File: config.mk
export PLATFORM = sky130hd
export DESIGN_NAME = vsim_cycle_mon
export DESIGN_NICKNAME = d
export VERILOG_FILES = /design/src/rtl/vsim_cycle_mon_pkg.sv /design/src/rtl/vsim_win_cmp.sv /design/src/rtl/vsim_cycle_mon.sv
export SDC_FILE = /design/constraint.sdc
export NUM_CORES = 1
export LEC_CHECK = 0
export ABC_CLOCK_PERIOD_IN_PS = 3300
export BUFFER_PORTS_ARGS = -buffer_cell sky130_fd_sc_hd__buf_4
export CORE_UTILIZATION = 40
export CTS_BUF_LIST = sky130_fd_sc_hd__clkbuf_16
export DETAILED_ROUTE_END_ITERATION = 10
export PLACE_DENSITY = 0.65
export SKIP_CTS_REPAIR_TIMING = 1
export SYNTH_ARGS = -nofsm -noshare
export SYNTH_HDL_FRONTEND = slang
export SYNTH_HIERARCHICAL = 1
export SYNTH_SLANG_ARGS = --single-unit
File: constraint.sdc
create_clock -name clock -period 3.3 [get_ports clock]
set_input_delay 0.66 -clock clock [delete_from_list [all_inputs] [get_ports clock]]
set_output_delay 0.66 -clock clock [all_outputs]
set_load 0.01 [all_outputs]
File: src/rtl/vsim_cycle_mon_pkg.sv
// Shared definitions for the vsim cycle monitor: state encoding, register map, address width.
// Latency: n/a (types and constants only).
// Backpressure: n/a.
package vsim_cycle_mon_pkg;

  typedef enum logic [1:0] {
    ST_IDLE  = 2'd0,
    ST_RUN   = 2'd1,
    ST_PAUSE = 2'd2,
    ST_HALT  = 2'd3
  } state_t;

  // Register map: LIMIT, WDOG, then START/STOP pairs per window
  localparam int LIMIT_ADDR = 0;
  localparam int WDOG_ADDR  = 1;
  localparam int WIN_BASE   = 2;

  // Config address width needed to reach every window register
  function automatic int calc_aw(input int num_win);
    return $clog2(WIN_BASE + 2 * num_win);
  endfunction

endpackage

File: src/rtl/vsim_win_cmp.sv
// One capture window: START/STOP registers plus a registered START <= count < STOP compare.
// Latency: win_active follows the compare by one cycle; a config write is used the cycle after it lands.
// Backpressure: none; config writes are always accepted.
module vsim_win_cmp
  import vsim_cycle_mon_pkg::*;
#(
  parameter int CNT_W = 32,
  parameter int AW    = 4,
  parameter int IDX   = 0
) (
  input  logic             clock,
  input  logic             reset,
  input  logic             cfg_we,
  input  logic [AW-1:0]    cfg_addr,
  input  logic [CNT_W-1:0] cfg_wdata,
  input  logic [CNT_W-1:0] cycle_count,
  input  logic             open_ok,
  output logic             win_active
);

  localparam logic [AW-1:0] START_ADDR = AW'(WIN_BASE + 2 * IDX);
  localparam logic [AW-1:0] STOP_ADDR  = AW'(WIN_BASE + 2 * IDX + 1);

  logic [CNT_W-1:0] start_q;
  logic [CNT_W-1:0] stop_q;

  // Window bounds; all-ones reset makes START >= STOP so the window stays shut
  always_ff @(posedge clock) begin
    if (reset) begin
      start_q <= '1;
      stop_q  <= '1;
    end else if (cfg_we) begin
      if (cfg_addr == START_ADDR) start_q <= cfg_wdata;
      if (cfg_addr == STOP_ADDR)  stop_q  <= cfg_wdata;
    end
  end

  // Registered range compare; open_ok drops in HALT so the window closes a cycle later
  always_ff @(posedge clock) begin
    if (reset) begin
      win_active <= 1'b0;
    end else begin
      win_active <= open_ok && (start_q <= cycle_count) && (cycle_count < stop_q);
    end
  end

endmodule

File: src/rtl/vsim_cycle_mon.sv
// Cycle monitor: run/pause/halt FSM, saturating cycle counter, limit and watchdog halts, capture windows.
// Latency: a halt condition in cycle N shows as HALT/done/sticky flag after edge N+1; windows lag the count by one.
// Backpressure: none; config writes are accepted in every state and counting follows run directly.
module vsim_cycle_mon
  import vsim_cycle_mon_pkg::*;
#(
  parameter int CNT_W   = 32,
  parameter int NUM_WIN = 4,
  parameter int WDOG_W  = 16,
  parameter int AW      = calc_aw(NUM_WIN)
) (
  input  logic               clock,
  input  logic               reset,
  input  logic               run,
  input  logic               activity,
  input  logic               cfg_we,
  input  logic [AW-1:0]      cfg_addr,
  input  logic [CNT_W-1:0]   cfg_wdata,
  output logic [CNT_W-1:0]   cycle_count,
  output logic [NUM_WIN-1:0] win_active,
  output logic               limit_hit,
  output logic               wdog_hit,
  output logic               done,
  output logic [1:0]         state
);

  localparam logic [CNT_W-1:0]  CNT_MAX  = {CNT_W{1'b1}};
  localparam logic [WDOG_W-1:0] IDLE_MAX = {WDOG_W{1'b1}};

  state_t            st_q, st_d;
  logic [CNT_W-1:0]  cnt_q;
  logic [CNT_W-1:0]  limit_q;
  logic [WDOG_W-1:0] idle_q;
  logic [WDOG_W-1:0] wdog_q;
  logic              lim_cond;
  logic              wd_cond;
  logic              halt_go;
  logic              open_ok;

  // Compares use ">=" so a limit written at or below the current count still halts
  assign lim_cond = (limit_q != '0) && (cnt_q >= limit_q);
  assign wd_cond  = (wdog_q != '0) && (idle_q >= wdog_q);
  assign halt_go  = (st_q == ST_RUN) && (lim_cond || wd_cond);
  assign open_ok  = (st_q == ST_RUN) || (st_q == ST_PAUSE);

  // Next-state: halt takes priority over pause; HALT only leaves through reset
  always_comb begin
    st_d = st_q;
    case (st_q)
      ST_IDLE:  if (run) st_d = ST_RUN;
      ST_RUN: begin
        if (halt_go)   st_d = ST_HALT;
        else if (!run) st_d = ST_PAUSE;
      end
      ST_PAUSE: if (run) st_d = ST_RUN;
      ST_HALT:  st_d = ST_HALT;
      default:  st_d = ST_IDLE;
    endcase
  end

  // State register, one-cycle done pulse and sticky halt causes
  always_ff @(posedge clock) begin
    if (reset) begin
      st_q      <= ST_IDLE;
      done      <= 1'b0;
      limit_hit <= 1'b0;
      wdog_hit  <= 1'b0;
    end else begin
      st_q      <= st_d;
      done      <= halt_go;
      limit_hit <= limit_hit | (halt_go & lim_cond);
      wdog_hit  <= wdog_hit  | (halt_go & wd_cond);
    end
  end

  // Limit and watchdog config registers; other addresses belong to windows or are ignored
  always_ff @(posedge clock) begin
    if (reset) begin
      limit_q <= '0;
      wdog_q  <= '0;
    end else if (cfg_we) begin
      if (cfg_addr == AW'(LIMIT_ADDR)) limit_q <= cfg_wdata;
      if (cfg_addr == AW'(WDOG_ADDR))  wdog_q  <= WDOG_W'(cfg_wdata);
    end
  end

  // Counters advance only in RUN; the halting cycle does not advance so the count holds at the limit
  always_ff @(posedge clock) begin
    if (reset) begin
      cnt_q  <= '0;
      idle_q <= '0;
    end else if ((st_q == ST_RUN) && !halt_go) begin
      if (cnt_q != CNT_MAX) cnt_q <= cnt_q + 1'b1;
      if (activity)               idle_q <= '0;
      else if (idle_q != IDLE_MAX) idle_q <= idle_q + 1'b1;
    end
  end

  for (genvar i = 0; i < NUM_WIN; i++) begin : g_win
    vsim_win_cmp #(
      .CNT_W(CNT_W),
      .AW   (AW),
      .IDX  (i)
    ) u_win (
      .clock      (clock),
      .reset      (reset),
      .cfg_we     (cfg_we),
      .cfg_addr   (cfg_addr),
      .cfg_wdata  (cfg_wdata),
      .cycle_count(cnt_q),
      .open_ok    (open_ok),
      .win_active (win_active[i])
    );
  end

  assign cycle_count = cnt_q;
  assign state       = st_q;

endmodule

==> out/qor.yml, run 1 <==
outcome: "completed"
synth_compound_area_frac: 0.145
clock.fmax_mhz: 323
dr_total_vias: 18300
worstMarginPinSlew_ps: 1230
num_rows: 84
slew_headroom: 0.181
yosys_most_used_dff: "dfxtp_1"
async_reset_ff_frac: 0
tritoncts: "built"
die_area_um2: 54200
gp_congestion: 0.840
worstSkewPairLatency_ps: 570
grt_util_all_layers: 0.234
synthesis.instances: 2531
final_layout_size_suffix_gt1_frac: 0.0918
ios: 82
synth.yosys.seq_area_share: 0.339
total_power_mw: 9.88
cts_num_sinks: 361
start_util: 0.405
ctsHtreeMaxLevel: 2
diodes: 0
vias_per_cell: 5.50
synth-xor-area-share: 0.00740
synth_area_leader_cell: "dfxtp_1"
syn_nets: 2878
io_buffer_count: 81
hpwl_um: 43500
rsz0062_at_grt: "false"
critPathMaxFanout: 8
grt_overflow_total: 0
syn_area_um2: 21300
cp-start-kind: "register"
cts_buffer_depth: 3
place_area_um2: 22900
ir_worst_vdd_v: 0.000301
finalCoreUtilization: 0.458
slew_violations: 0
final.setup.tns_ps: 0
nets: 2957
arrival_ps: 3600
cap_viol_max_count: 0
nFillCells: 5026
finalClockSkew_ps: 18.3
grt_pass1_vias: 17700
synthAdderAreaFrac: 0.180
powerDensity_nw_per_um2: 410
hp-class: "in2reg"
grt_max_degree: 117
synth.area.mux_share: 0.0438
antenna_found_initial: 0
wl_per_cell_um: 18.8
drcViolationCount: 0
grt_pass1_wl_um: 99100
total_leakage_power_nw: 10.7
ys_ff_latch: 361
die_h_um: 233
post-route-min-period_ps: 3100
drt_iter0_drc: 1384
synth_edf_count: 0
path_clk_slew_ps: 60
ant_nets: 0
critPathCaptureType: "register"
cts-root-buf: "clkbuf_16"
syn2layout_area_growth_pct: 13.1
synth_top_family_by_area: "simple AND/OR/NAND/NOR gates"
die_w_um: 233
ys_top_cells_by_area: "dfxtp_1, ha_1, nand2_1"
synth_cell_types: 64
finalCritPeriodShare: 0.939
dr.pass1.iters: 5
pre_cts_ws_ps: 110
postLayoutCellArea_um2: 24100
numCtsBuffers: 41
setup_violations: 0
worstPathRequired_ps: 3800
coreArea_um2: 52600
syn_area_per_cell_um2: 8.42
drt-total-wl_um: 62500
yosys.area_share.simple: 0.209
timing_hold_violations_final: 0
yosysTopAreaCellShare: 0.339
path_class: "reg2reg"
yosysWarningCount: 6
fin_ws_ps: 201
## critical path: stages, from the launching register on
cell and delay (ps):
dfxtp_1 330, inv_1 70, ha_1 290, nand2b_4 150, a2111oi_4 340, o31ai_1 130, a211oi_2 340, o2bb2ai_2 180
or4_1 690, or3_1 370, a21oi_1 140
## kinds of logic (layout without fill, tap and decap cells)
logic type / count (synthesis) / in the layout
flip-flops: 361 / 361
adder cells (fa/ha/maj): 306 / 306
AND/OR/NAND/NOR: 879 / 879
AO/OA/AOI/OAI: 458 / 458
buffers and inverters: 417 / 522
XOR/XNOR: 18 / 18
multiplexers: 92 / 92
## report_power, final
group / internal [mW] / switching [mW]
Combinational: 0.359 / 0.663
Clock: 2.48 / 1.88
Sequential: 4.45 / 0.0490
## state kept, by name, indices dropped and copies added, names as in the netlist
register                cells
wdog_hit                    1
limit_hit                   1
g_win.u_win/stop_q        128
limit_q                    32
done                        1
cycle_count                32
state                       2
g_win.u_win/win_active      4
wdog_q                     16
g_win.u_win/start_q       128
idle_q                     16
## per-layer routing
layer | vias up | GRT usage | share of wire
li1 | 8987 | - | -
met1 | 8663 | 0.297 | 0.44
met2 | 494 | 0.402 | 0.47
met3 | 136 | 0.0272 | 0.053
met4 | 0 | 0.0876 | 0.035
met5 | - | 0 | 0
## layout by cell type, fill, tap and decap left out, types with 59 or more instances in the layout
cell type	count
a211o_1	95
a21oi_1	169
buf_4	136
dfxtp_1	361
ha_1	306
inv_1	325
mux2i_1	82
nand2_1	358
nand4_1	59
nor2_1	120
nor2b_1	84
o211ai_1	71
## cell usage after synthesis (6+ instances only)
cell type  count
ha_1         306
dfxtp_1      361
a21o_1        10
nor2b_1       85
o31ai_1       13
mux2i_1       82
or2_1          6
inv_1        311
o21ai_0       45
nor3_1        29
or4_1         14
and4_1        13
mux2_2        10
nand4_1       59
nand2_1      358
nand3b_1      33
buf_2         34
nor4_1        32
a211o_1       95
clkbuf_1      64
o21ai_1        7
or3_1          7
nand3_1       57
nor3b_1        9
nand4_2       10
and3_1        18
a21oi_1      169
xnor2_1       15
a221oi_1      12
nor2_1       120
o211ai_1      71
## path summary, 6_finish.rpt
check	start	end	slack, ps	depth (start not counted)
setup / recovery	cycle_count[0]$_SDFFE_PP0P_	idle_q[9]$_SDFFE_PP0P_	200	10
hold / removal	run	state[1]$_SDFFE_PP0P_	410	3
setup reg to reg	cycle_count[0]$_SDFFE_PP0P_	idle_q[9]$_SDFFE_PP0P_	200	10
hold reg to reg	g_win[2].u_win/stop_q[16]$_SDFFE_PP1P_	g_win[2].u_win/stop_q[16]$_SDFFE_PP1P_	470	2
## area by class of cell
type | count | area, um2 | share of cell area
Clock buffer | 43 | 1080 | 0.0447
Clock inverter | 26 | 159 | 0.00660
Inverter | 313 | 1170 | 0.0488
Multi-Input combinational cell | 1753 | 12500 | 0.519
Sequential cell | 361 | 7230 | 0.300
Tap cell | 688 | 861 | 0.0357
Timing Repair Buffer | 140 | 1090 | 0.0453
## through the flow
step / hold slack, ps / instances
floorplan: 432 / 2531
global placement: 445 / 3255
detailed placement: 455 / 3255
CTS: 382 / 3324
global route: 422 / 3324
finish: 407 / 3324
No activity file was read; power rests on OpenSTA's default activity.
==> run 2, diff against run 1 <==
SYNTH_HIERARCHICAL = default   (was 1)
==> out/qor.yml, run 2 <==
total_power_mw: 10.1  # was 9.88 mW
wl_per_cell_um: 19.4  # was 18.8 um
slowest_delay_ps: 500  # was 690 ps
worstMarginPinSlew_ps: 1940  # was 1230 ps
die_h_um: 230  # was 233 um
cp-start-kind: "register"  # unchanged
critPathCaptureType: "register"  # unchanged
critPathMaxFanout: 7  # was 8
reg2reg_setup_slack_ps: 110  # was 200 ps
final_common_cell: "nand2_1"  # was dfxtp_1
outcome: "complete, but fails checks"  # was completed
syn_nets: 2839  # was 2878
finalClockSkew_ps: 32.0  # was 18.3 ps
drt_iter0_drc: 1695  # was 1384
pre_cts_ws_ps: 29.3  # was 110 ps
grt_pass1_vias: 18200  # was 17700
io_buffer_count: 81  # unchanged
rsz0062_at_grt: "false"  # unchanged
ir_worst_vdd_v: 0.000316  # was 0.000301 V
dr_total_vias: 18500  # was 18300
synth.yosys.seq_area_share: 0.347  # was 0.339
holdWs_ps: 399  # was 407 ps
post-route-min-period_ps: 3190  # was 3100 ps
nFillCells: 4843  # was 5026
setup_violations: 0  # unchanged
syn_area_um2: 20800  # was 21300 um2
timing_hold_violations_final: 0  # unchanged
grt_max_degree: 256  # was 117
cts-root-buf: "clkbuf_16"  # unchanged
synth_area_leader_cell: "dfxtp_1"  # unchanged
worstSkewPairLatency_ps: 600  # was 570 ps
yosysTopAreaCellShare: 0.347  # was 0.339
arrival_ps: 3650  # was 3600 ps
top_regs: "g_win.u_win.start_q x128, g_win.u_win.stop_q x128"  # was g_win.u_win/start_q x128, g_win.u_win/stop_q x128
ios: 82  # unchanged
rr_startpoint: "cycle_count[13]$_SDFFE_PP0P_"  # was cycle_count[0]$_SDFFE_PP0P_
diodes: 0  # unchanged
cp.depth: 10  # unchanged
slew_violations: 182  # was 0
cap_viol_max_count: 0  # unchanged
endpoint: "g_win[1].u_win.win_active$_SDFF_PP0_"  # was idle_q[9]$_SDFFE_PP0P_
die_area_um2: 52900  # was 54200 um2
path_class: "reg2reg"  # unchanged
synthesis.instances: 2492  # was 2531
drt-total-wl_um: 62800  # was 62500 um
cts_num_sinks: 361  # unchanged
ant_nets: 0  # unchanged
crit_family: "compound AO/OA/AOI/OAI gates"  # was simple AND/OR/NAND/NOR gates
fin_ws_ps: 113  # was 201 ps
ys_top_cells_by_area: "dfxtp_1, ha_1, nand2_1"  # unchanged
grt_overflow_total: 0  # unchanged
tritoncts: "built"  # unchanged
ys_ff_latch: 361  # unchanged
crit_path_top_delay_cell: "dfxtp_1"  # was or4_1
final_cell_mix: "nand2_1, dfxtp_1, ha_1, inv_1, buf_4"  # was dfxtp_1, nand2_1, inv_1, ha_1, a21oi_1
total_leakage_power_nw: 10.6  # was 10.7 nW
grt_pass1_wl_um: 99600  # was 99100 um
numCtsBuffers: 43  # was 41
r2r-end: "g_win[1].u_win.win_active$_SDFF_PP0_"  # was idle_q[9]$_SDFFE_PP0P_
yosysWarningCount: 0  # was 6
syn_area_per_cell_um2: 8.35  # was 8.42 um2
yosys_most_used_dff: "dfxtp_1"  # unchanged
min_from: "cfg_wdata[16]"  # was run
worstPathRequired_ps: 3760  # was 3800 ps
ctsHtreeMaxLevel: 2  # unchanged
path_buf_inv: 2  # was 1
powerDensity_nw_per_um2: 426  # was 410 nW/um2
dr.pass1.iters: 6  # was 5
finalCritPeriodShare: 0.966  # was 0.939
coreArea_um2: 51400  # was 52600 um2
r2r_cells: 10  # unchanged
synth_cell_types: 63  # was 64
hp-class: "in2reg"  # unchanged
num_rows: 83  # was 84
synth.most_common_cell: "nand2_1"  # was dfxtp_1
startpoint: "cycle_count[13]$_SDFFE_PP0P_"  # was cycle_count[0]$_SDFFE_PP0P_
start_util: 0.405  # about the same
synth_edf_count: 0  # unchanged
grt_util_all_layers: 0.236  # was 0.234
async_reset_ff_frac: 0  # unchanged
worst_path_most_repeated_cell: "a21o_1"
violations: "slew limit"
path_clk_slew_ps: 60  # about the same
final_layout_size_suffix_gt1_frac: 0.0967  # was 0.0918
gp_congestion: 0.864  # was 0.840
hpwl_um: 44400  # was 43500 um
cts_buffer_depth: 3  # unchanged
slew_headroom: -0.291  # was 0.181
antenna_found_initial: 1  # was 0
die_w_um: 230  # was 233 um
vias_per_cell: 5.70  # was 5.50
clock.fmax_mhz: 314  # was 323 MHz
drcViolationCount: 0  # unchanged
final.setup.tns_ps: 0  # unchanged
synthTopCellsByCount: "nand2_1, dfxtp_1, ha_1"  # was dfxtp_1, nand2_1, inv_1
syn2layout_area_growth_pct: 13.8  # was 13.1%
nets: 2881  # was 2957
crit_chain: "buf_4 -> inv_1 -> ha_1 -> a21o_1 -> a21o_1 -> a221oi_1 -> o31ai_1 -> a31oi_1 -> o21a_1 -> nor4bb_2"  # was inv_1 -> ha_1 -> nand2b_4 -> a2111oi_4 -> o31ai_1 -> a211oi_2 -> o2bb2ai_2 -> or4_1 -> or3_1 -> a21oi_1
## run 2: cell types whose count changed in the layout (fill, tap and decap cells not counted), moves of 27 or more
cell and delta:
o211ai_1 +64, nand2_1 +82, nand3b_1 -27, nor2_1 -30, nor2b_1 -75, a21oi_1 -32
inv_1 -94, a211o_1 -95
## run 2: cell families (layout without fill, tap and decap cells)
| kind of cell | count (synthesis) | in the layout | synth area share |
|---|---|---|---|
| AND/OR/NAND/NOR | 847 | 847 | 0.189 |
| AO/OA/AOI/OAI | 485 | 485 | 0.153 |
| buffers and inverters | 375 | 448 | 0.0688 |
| flip-flops | 361 | 361 | 0.347 |
| adder cells (fa/ha/maj) | 306 | 306 | 0.184 |
| multiplexers | 118 | 118 | 0.0580 |
## run 2: tightest hold or removal path: cells and delay by family
kind	cells	cell delay [ps]
and+or+nand+nor	2	140
buffers and inverters	1	170
## run 2: power breakdown
| part | internal, mW | switching [mW] | leakage (nW) |
|---|---|---|---|
| clock | 2.60 | 1.95 | 0.695 |
| combinational | 0.327 | 0.701 | 6.94 |
| sequential | 4.45 | 0.0527 | 2.93 |
| total | 7.38 | 2.70 | 10.6 |
## run 2: stage by stage
stage                     instances  area [um2]   util
after floorplan                2492       20800      -
after detailed placement       3169       22300  0.434
after global placement         3169       22300  0.434
final                          3245       23700  0.461
after CTS                      3245       23700  0.460
after global routing           3245       23700  0.461
## run 2: worst min-delay path by stage
stage / slack (ps) / endpoint / depth (start not counted)
2_1_floorplan: 440 / g_win[0].u_win.stop_q[0]$_SDFFE_PP1P_ / 2
3_3_place_gp: 450 / limit_hit$_SDFF_PP0_ / 1
3_5_place_dp: 450 / wdog_hit$_SDFF_PP0_ / 1
4_1_cts: 360 / g_win[0].u_win.start_q[21]$_SDFFE_PP1P_ / 3
5_1_grt: 400 / g_win[0].u_win.start_q[21]$_SDFFE_PP1P_ / 3
6_report: 400 / g_win[0].u_win.start_q[16]$_SDFFE_PP1P_ / 3
## run 2: area by class of cell
class,count,area [um2],share of cell area
multi-input combinational,1756,12200,0.517
sequential,361,7230,0.305
timing repair buffer,153,1210,0.0511
clock buffer,43,1080,0.0454
tap,680,851,0.0359
inverter,219,830,0.0350
clock inverter,33,253,0.0107
## run 2: metal layers
layer | wire length [um] | global-route usage | up-vias
met5 | 0 | 0 | -
met3 | 4130 | 0.0329 | 111
met1 | 28600 | 0.319 | 8870
li1 | - | - | 8908
met4 | 1820 | 0.0834 | 0
met2 | 28300 | 0.383 | 613
==> run 3, diff against run 2 <==
BUFFER_PORTS_ARGS = default   (was -buffer_cell sky130_fd_sc_hd__buf_4)
CORE_UTILIZATION = 44   (was 40)
DONT_BUFFER_PORTS = 1   (was default)
PLACE_DENSITY = 0.68   (was 0.65)
SYNTH_HIERARCHICAL = 1   (was default)
==> out/qor.yml, run 3 (same netlist as run 1, synthesis figures left out) <==
grt_pass1_vias: 18000  # was 18200
cp-start-kind: "register"  # unchanged
path_clk_slew_ps: 60  # about the same
final_cell_mix: "dfxtp_1, nand2_1, inv_1, ha_1, a21oi_1"  # was nand2_1, dfxtp_1, ha_1, inv_1, buf_4
rr_startpoint: "cycle_count[0]$_SDFFE_PP0P_"  # was cycle_count[13]$_SDFFE_PP0P_
path_class: "reg2reg"  # unchanged
final_layout_size_suffix_gt1_frac: 0.0656  # was 0.0967
powerDensity_nw_per_um2: 418  # was 426 nW/um2
ir_worst_vdd_v: 0.000270  # was 0.000316 V
antenna_found_initial: 1  # unchanged
slowest_delay_ps: 380  # was 500 ps
nFillCells: 4379  # was 4843
worst_path_most_repeated_cell: "buf_4"  # was a21o_1
diodes: 0  # unchanged
timing_hold_violations_final: 0  # unchanged
gp_congestion: 0.865  # was 0.864
crit_path_top_delay_cell: "nor3_1"  # was dfxtp_1
nets: 2876  # was 2881
hpwl_um: 42700  # was 44400 um
grt_util_all_layers: 0.253  # was 0.236
dr_total_vias: 18200  # was 18500
finalCoreUtilization: 0.491  # was 0.461
reg2reg_setup_slack_ps: 250  # was 110 ps
vias_per_cell: 5.74  # was 5.70
dr.pass1.iters: 8  # was 6
r2r-end: "cycle_count[1]$_SDFFE_PP0P_"  # was g_win[1].u_win.win_active$_SDFF_PP0_
drcViolationCount: 0  # unchanged
grt_max_degree: 237  # was 256
fin_cells: 3175  # was 3245
dp_cells: 3101  # was 3169
numCtsBuffers: 41  # was 43
wl_per_cell_um: 19.9  # was 19.4 um
drt-total-wl_um: 63000  # was 62800 um
regArea_um2: 7230  # about the same
critPathCaptureType: "register"  # unchanged
cts_buffer_depth: 3  # unchanged
r2r_cells: 12  # was 10
crit_chain: "buf_4 -> ha_1 -> nand2_1 -> nor3_1 -> nand4_1 -> o31ai_2 -> buf_4 -> nor3_2 -> nand2_1 -> buf_4 -> mux2i_1 -> nor2_1"  # was buf_4 -> inv_1 -> ha_1 -> a21o_1 -> a21o_1 -> a221oi_1 -> o31ai_1 -> a31oi_1 -> o21a_1 -> nor4bb_2
die_area_um2: 49300  # was 52900 um2
finalClockSkew_ps: 16.3  # was 32.0 ps
clock.fmax_mhz: 327  # was 314 MHz
hp-class: "in2reg"  # unchanged
die_h_um: 222  # was 230 um
critPathMaxFanout: 14  # was 7
outcome: "completed"  # was complete, but fails checks
cap_viol_max_count: 0  # unchanged
rsz0062_at_grt: "false"  # unchanged
finalCritPeriodShare: 0.926  # was 0.966
tritoncts: "built"  # unchanged
slew_headroom: 0.153  # was -0.291
drt_iter0_drc: 1418  # was 1695
grt_overflow_total: 0  # unchanged
die_w_um: 222  # was 230 um
ios: 82  # unchanged
io_buffer_count: 0  # was 81
min_from: "reset"  # was cfg_wdata[16]
slew_violations: 0  # was 182
ant_nets: 0  # unchanged
ctsHtreeMaxLevel: 2  # unchanged
worstMarginPinSlew_ps: 1270  # was 1940 ps
final.setup.tns_ps: 0  # unchanged
worstPathRequired_ps: 3760  # about the same
min_to: "idle_q[6]$_SDFFE_PP0P_"  # was g_win[0].u_win.start_q[16]$_SDFFE_PP1P_
top_regs: "g_win.u_win/start_q x128, g_win.u_win/stop_q x128"  # was g_win.u_win.start_q x128, g_win.u_win.stop_q x128
setup_violations: 0  # unchanged
arrival_ps: 3510  # was 3650 ps
start_util: 0.446  # was 0.405
num_rows: 80  # was 83
total_leakage_power_nw: 10.2  # was 10.6 nW
worstSkewPairLatency_ps: 580  # was 600 ps
fin_ws_ps: 245  # was 113 ps
grt_pass1_wl_um: 98300  # was 99600 um
cts-root-buf: "clkbuf_16"  # unchanged
pre_cts_ws_ps: 156  # was 29.3 ps
syn2layout_area_growth_pct: 9.98  # was 13.8%
final_common_cell: "dfxtp_1"  # was nand2_1
coreArea_um2: 47700  # was 51400 um2
post-route-min-period_ps: 3050  # was 3190 ps
min_path_cells: 1  # was 3
multi_input_area_um2: 12500  # was 12200 um2
cts_num_sinks: 361  # unchanged
## run 3: changes by cell type in the layout (fill, tap and decap cells not counted), sizes merged, moves of 64 or more
| cell | previous run | this run |
|---|---|---|
| a211o | 0 | 95 |
| buf | 153 | 59 |
| inv | 233 | 321 |
| nand2 | 440 | 358 |
| nor2b | 9 | 85 |
| o211ai | 135 | 71 |
## run 3: critical path: cells and delay by family, from the launching register on
family | cells | cell delay (ps)
AOI/OAI and AO/OA | 1 | 310
and+or+nand+nor | 6 | 1140
muxes | 1 | 190
buffers and inverters | 3 | 690
adders and majority gates | 1 | 260
DFF | 1 | 340
## run 3: through the flow
| step | total power [mW] | instance area [um2] | hold WS [ps] |
|---|---|---|---|
| floorplan | 5.17 | 21300 | 432 |
| global placement | 5.34 | 22100 | 442 |
| detailed placement | 5.37 | 22100 | 454 |
| CTS | 9.84 | 23400 | 164 |
| global route | 10.1 | 23400 | 160 |
| finish | 9.79 | 23400 | 190 |
## run 3: power by group
part / total, mW / internal [mW] / switching (mW)
Sequential: 4.51 / 4.45 / 0.0564
Clock: 4.49 / 2.58 / 1.91
Combinational: 0.790 / 0.308 / 0.483
## run 3: cell type report
class                   instances  share of cell area
clock inverters                31             0.00913
clock buffers                  43              0.0459
repair buffers                 59              0.0200
inverters                     313              0.0501
flip-flops and latches        361               0.308
multi-input cells            1753               0.534
well taps                     615              0.0328
## run 3: how the worst max path moves through the flow
stage	end	cells past startpoint	startpoint
global placement	cycle_count[13]$_SDFFE_PP0P_	10	cycle_count[0]$_SDFFE_PP0P_
detailed placement	cycle_count[13]$_SDFFE_PP0P_	10	cycle_count[0]$_SDFFE_PP0P_
floorplan	cycle_count[25]$_SDFFE_PP0P_	12	cycle_count[0]$_SDFFE_PP0P_
CTS	cycle_count[13]$_SDFFE_PP0P_	10	cycle_count[0]$_SDFFE_PP0P_
global route	cycle_count[1]$_SDFFE_PP0P_	12	cycle_count[0]$_SDFFE_PP0P_
finish	cycle_count[1]$_SDFFE_PP0P_	12	cycle_count[0]$_SDFFE_PP0P_
## run 3: routing by layer
layer,vias to the layer above,track usage,wire length (um)
li1,8822,-,-
met1,8685,0.303,26200
met2,543,0.435,29900
met3,163,0.0531,4360
met4,0,0.110,2520
met5,-,0,0
